===== config.mk =====
export PLATFORM = sky130hd
export DESIGN_NAME = onehot_decode_queue_flat
export DESIGN_NICKNAME = d
export VERILOG_FILES = /design/src/rtl/onehot_decode_queue_if.sv /design/src/rtl/onehot_decode_queue.sv /design/src/flat_wrapper.sv
export SDC_FILE = /design/constraint.sdc
export NUM_CORES = 1
export LEC_CHECK = 0
export BUFFER_PORTS_ARGS = -buffer_cell sky130_fd_sc_hd__buf_2
export CAP_MARGIN = 20
export CORE_AREA = 4 4 94 52
export CTS_BUF_LIST = sky130_fd_sc_hd__clkbuf_4
export CTS_CLUSTER_SIZE = 16
export DETAILED_ROUTE_END_ITERATION = 10
export DIE_AREA = 0 0 98 56
export HOLD_SLACK_MARGIN = 0.08
export PLACE_DENSITY_LB_ADDON = 0.3
export SLEW_MARGIN = 20
export SYNTH_ARGS = -nofsm -noshare
export SYNTH_HDL_FRONTEND = slang
export SYNTH_SLANG_ARGS = --single-unit

===== constraint.sdc =====
create_clock -name CLK -period 1.65 [get_ports CLK]
set_input_delay 0.165 -clock CLK [delete_from_list [all_inputs] [get_ports CLK]]
set_output_delay 0.165 -clock CLK [all_outputs]
set_load 0.02 [all_outputs]

===== src/rtl/onehot_decode_queue_if.sv =====
// Stream bundle for onehot_decode_queue: index input side and one-hot output side.
// master = producer/consumer environment, slave = the queue.
interface onehot_decode_queue_if #(
    parameter int IN_WIDTH = 4
);
    localparam int OW = 2 ** IN_WIDTH;

    logic                in_valid;
    logic                in_ready;
    logic [IN_WIDTH-1:0] in_index;
    logic                in_enable;
    logic                out_valid;
    logic                out_ready;
    logic [OW-1:0]       out_onehot;
    logic [IN_WIDTH-1:0] out_index;

    modport master (
        output in_valid, in_index, in_enable, out_ready,
        input  in_ready, out_valid, out_onehot, out_index
    );

    modport slave (
        input  in_valid, in_index, in_enable, out_ready,
        output in_ready, out_valid, out_onehot, out_index
    );
endinterface


===== src/rtl/onehot_decode_queue.sv =====
// Buffered binary-index to one-hot decoder: DEPTH-entry FIFO of {enable, index}
// whose head entry drives a one-hot vector behind a valid/ready handshake.
module onehot_decode_queue #(
    parameter int IN_WIDTH = 4,
    parameter int DEPTH    = 4,
    localparam int OW      = 2 ** IN_WIDTH,
    localparam int CW      = $clog2(DEPTH + 1)
) (
    input  logic                     CLK,
    input  logic                     RESET_N,
    onehot_decode_queue_if.slave     bus,
    output logic [CW-1:0]            count,
    output logic                     full,
    output logic                     empty
);
    localparam int PW = $clog2(DEPTH);

    typedef struct packed {
        logic                en;
        logic [IN_WIDTH-1:0] idx;
    } entry_t;

    entry_t        mem [DEPTH];
    logic [PW-1:0] wp;
    logic [PW-1:0] rp;
    logic          push;
    logic          pop;
    entry_t        head;

    assign full  = (count == CW'(DEPTH));
    assign empty = (count == '0);

    assign bus.in_ready  = !full;
    assign bus.out_valid = !empty;

    assign push = bus.in_valid && !full;
    assign pop  = !empty && bus.out_ready;

    assign head = mem[rp];

    // Outputs depend only on registered state, never on in_* or out_ready.
    always_comb begin
        bus.out_onehot = '0;
        bus.out_index  = '0;
        if (!empty) begin
            bus.out_index = head.idx;
            if (head.en) begin
                bus.out_onehot = OW'(1) << head.idx;
            end
        end
    end

    // Storage carries no reset; stale slots are masked by the empty check.
    always_ff @(posedge CLK) begin
        if (push) begin
            mem[wp] <= '{en: bus.in_enable, idx: bus.in_index};
        end
    end

    always_ff @(posedge CLK or negedge RESET_N) begin
        if (!RESET_N) begin
            wp    <= '0;
            rp    <= '0;
            count <= '0;
        end else begin
            if (push) begin
                wp <= (wp == PW'(DEPTH - 1)) ? '0 : wp + PW'(1);
            end
            if (pop) begin
                rp <= (rp == PW'(DEPTH - 1)) ? '0 : rp + PW'(1);
            end
            unique case (1'b1)
                push && !pop: count <= count + CW'(1);
                pop && !push: count <= count - CW'(1);
                default:      count <= count;
            endcase
        end
    end
endmodule


===== src/flat_wrapper.sv =====
// flat-port wrapper written by rule: the top's interface ports become plain ports
module onehot_decode_queue_flat 
#(
    parameter int IN_WIDTH = 4,
    parameter int DEPTH    = 4,
    localparam int OW      = 2 ** IN_WIDTH,
    localparam int CW      = $clog2(DEPTH + 1)
)
  (CLK, RESET_N, count, full, empty, bus_in_valid, bus_in_index, bus_in_enable, bus_out_ready, bus_in_ready, bus_out_valid, bus_out_onehot, bus_out_index);
  onehot_decode_queue_if #(.IN_WIDTH(IN_WIDTH)) bus_i ();
  input  logic CLK;
  input  logic RESET_N;
  output logic [CW-1:0] count;
  output logic full;
  output logic empty;
  input wire logic [$bits(bus_i.in_valid)-1:0] bus_in_valid;
  input wire logic [$bits(bus_i.in_index)-1:0] bus_in_index;
  input wire logic [$bits(bus_i.in_enable)-1:0] bus_in_enable;
  input wire logic [$bits(bus_i.out_ready)-1:0] bus_out_ready;
  output wire logic [$bits(bus_i.in_ready)-1:0] bus_in_ready;
  output wire logic [$bits(bus_i.out_valid)-1:0] bus_out_valid;
  output wire logic [$bits(bus_i.out_onehot)-1:0] bus_out_onehot;
  output wire logic [$bits(bus_i.out_index)-1:0] bus_out_index;
  assign bus_i.in_valid = bus_in_valid;
  assign bus_i.in_index = bus_in_index;
  assign bus_i.in_enable = bus_in_enable;
  assign bus_i.out_ready = bus_out_ready;
  assign bus_in_ready = bus_i.in_ready;
  assign bus_out_valid = bus_i.out_valid;
  assign bus_out_onehot = bus_i.out_onehot;
  assign bus_out_index = bus_i.out_index;
  onehot_decode_queue #(.IN_WIDTH(IN_WIDTH), .DEPTH(DEPTH)) u_core (.CLK(CLK), .RESET_N(RESET_N), .bus(bus_i), .count(count), .full(full), .empty(empty));
endmodule

==> key figures <==
Run status
  • Status: finished with violations
  • Failing checks: negative setup slack

Worst setup path
  • CP Launch Type: flip-flop
  • Crit-path max FO: 4
  • Crit path DAT: ~2100 ps
  • CP max stage delay: between 500 and 600 ps
  • Worst path cell trace: mux4_2 -> or4b_4 -> nor2_4 -> buf_6
  • Slowest stage cell, crit path: or4b_4
  • WP data required: 1480 ps
  • Worst Setup Path Type: reg2out
  • Crit end category: output port

Routing
  • Vias/cell: about 4.3
  • Met3 routed WL: 127 µm
  • Routed len/inst: roughly 13 µm
  • ANT nets after route: 0
  • Detailed Routing Iterations Pass 1: 4
  • Routed wire length: 2.92 mm
  • Drt initial violations: 34
  • Max layer used: met4
  • Vias: about 1000
  • Wire length on met1: between 1 and 1.5 mm
  • Met2 Wirelength: roughly 1.5 mm
  • DRC: 0

Global route
  • GRT overflow: 0
  • Vias in the first global route: between 1000 and 1500
  • First-pass GRT wire length: just under 5 mm
  • GRT Total Usage: 11.2%
  • Initial antenna violation count: 0
  • Largest net degree at the start of global routing: 17

Synthesis
  • Largest cells by area after synthesis: edfxtp_1 44%, dfrtp_1 13%, mux4_1 7.7%, ha_1 5.5%, nor3_1 3.3%
  • Post-synthesis mux area share: roughly 14%
  • Yosys top cell by area: edfxtp_1
  • Syn Inst Count: ~100
  • Post-synth net total: between 100 and 150
  • Synthesized flop and latch total: 27
  • Synth Area in Compound Gates: less than 1%
  • Ys flop type: edfxtp_1
  • XOR/XNOR Fraction of Synth Area: under 10%
  • Simple-gate share of the synthesized area: between 15 and 20%
  • EDFF count, synth: 20
  • Synthesized area: roughly 1400 µm²
  • Post-synth top cells: 20 x edfxtp_1, 11 x nor2_1, 10 x inv_1
  • Top cell type's share of synthesized area: a little over two fifths
  • Largest family of logic cells by synthesized area: simple AND/OR/NAND/NOR gates
  • Post-Syn Area per Cell: around 13 µm²
  • Sequential-to-total area share from yosys stat: 56.6%
  • Synth Area in Adders: approximately 6.9%
  • Netlist cell types: 23
  • YS warnings: 0
  • Most frequent cell after synthesis: edfxtp_1
  • Share of synthesized registers carrying an async set or reset: 25.9%

Power and ir drop
  • Pwr Density: around 2000 nW/µm²
  • Leak: 0.920 nW
  • Max VDD drop: between 0.7 and 0.8 mV

Clocking
  • CTS HTree Levels: 1
  • TritonCTS clock tree: built
  • Reg clk slew, reported paths: between 100 and 150 ps
  • CTS buffer count: 3
  • Root Driver: clkbuf_4
  • Clock Tree Buf Depth: 2
  • Clock sinks: 27
  • Clk Latency, worst-skew pair: between 300 and 400 ps

Die
  • Die extent in y: around 56 µm
  • Starting Density: between 30% and 40%
  • Core Box Area: roughly 4100 µm²
  • Die area: 5490 µm²
  • IO Count: 36
  • DIE WIDTH: 98 µm
  • Site Rows: 17

Finish
  • Synth-to-Final Area Change: 62.6%
  • Fin nets: 190
  • Share of cells above drive strength 1: 67.6%
  • Fill count: approximately 350
  • Cell area after layout: between 2000 and 2500 µm²
  • Diode count: 0

Placed design
  • RD Place Congestion: 0.775
  • DP Area: about 1900 µm²
  • Detail Placement HPWL: approximately 2.4 mm
  • Port buffer count: 35

STA
  • Tightest Pin Transition: 354 ps
  • Slew margin rel.: between 70% and 80%
  • Minimum clock period: between 2000 and 2500 ps
  • Final setup viols: 22
  • Layout Skew: 1.89 ps
  • Final TNS setup: -10580 ps
  • Crit share post-route: 139%
  • Setup ws final: -645 ps
  • Unrepaired setup endpoints after global routing: yes
  • Final hold slack: 202 ps
  • Max Slew Vio Count: 0
  • Final hold violations: 0
  • Max Freq: ~440 MHz

Job
  • MaxCap Viol Count: 0

Min path
  • Worst Hold Class: in2async
cells by family (layout without fill, tap and decap cells):
| group | after synthesis | in the layout |
|---|---|---|
| xor gates and xnor gates | 3 | 3 |
| AOI/OAI and AO/OA | 1 | 1 |
| adders and majority gates | 7 | 7 |
| and+or+nand+nor | 43 | 43 |
| buffers and inverters | 12 | 82 |
| muxes | 10 | 10 |
| DFF | 27 | 27 |
cell usage in the layout (no fill, tap or decap), types with 3 or more instances in the layout:
master	n
and2_1	6
buf_2	18
buf_4	25
buf_6	19
clkbuf_4	3
dfrtp_1	3
dfrtp_2	4
dlygate4sd3_1	6
edfxtp_1	20
ha_1	5
inv_2	6
mux2_2	4
mux4_2	5
nand2_1	5
nor2_1	3
nor2_4	8
nor3_2	3
nor3_4	6
metal layers:
layer	track usage [%]	vias up
li1	-	504
met1	13.6	469
met2	19.8	24
met3	3.25	2
met4	2.37	0
met5	0	-
repair_timing:
| item | 4_1_cts | 5_1_grt |
|---|---|---|
| buffers inserted | 3 | 4 |
| pin swaps | 8 | 7 |
| gates resized for setup | 49 | 4 |
| hold buffers | 6 | 0 |
| endpoints found under the setup margin | 22 | 22 |
| hold endpoints to repair | 27 | 0 |
worst max-delay path, delay by kind of cell (launching register included):
family                 cells  cell delay, ps
and+or+nand+nor            2             710
muxes                      1             550
DFF                        1             440
buffers and inverters      1             120
worst paths after layout:
check / slack (ps) / start / to / cells after the start
max: -640 / u_core.rp[0] / bus_out_onehot[3] / 4
min: 200 / RESET_N / u_core.wp[0] / 2
max reg2reg: -160 / u_core.count[1] / u_core.count[2] / 11
min reg2reg: 590 / u_core.count[1] / u_core.count[1] / 2
max in group asynchronous: 1280 / RESET_N / u_core.count[1] / 2
min in group CLK: 280 / bus_out_ready / u_core.count[1] / 5
power by group:
group          internal [W]  total [W]  switching (W)
logic               0.00145    0.00297        0.00152
clock network     0.0000925   0.000274       0.000182
registers          0.000943    0.00111       0.000166
total               0.00249    0.00436        0.00187
cell type report:
cell class,instances,area [µm²],share of cell area [%]
Clock buffer,3,22.5,1.01
Clock inverter,1,7.51,0.337
Inverter,10,42.5,1.91
Multi-Input combinational cell,64,753,33.8
Sequential cell,27,781,35.0
Tap cell,57,71.3,3.20
Timing Repair Buffer,68,552,24.7
state kept, by name, summed over array words and instances (netlist names):
name and count:
u_core.rp 2, u_core.wp 2, u_core.count 3, u_core.mem 20
per-stage QoR:
stage / setup slack, ps / power [W] / instances / util (%)
final: -645 / 0.00436 / 230 / 53.8
after global routing: -766 / 0.00468 / 230 / 53.8
after CTS: -684 / 0.00429 / 226 / 52.6
after detailed placement: -376 / 0.00361 / 214 / 46.5
after global placement: -342 / 0.00355 / 214 / 46.5
after floorplan: -326 / 0.00270 / 103 / -
Power figures use the tool's default switching activity.
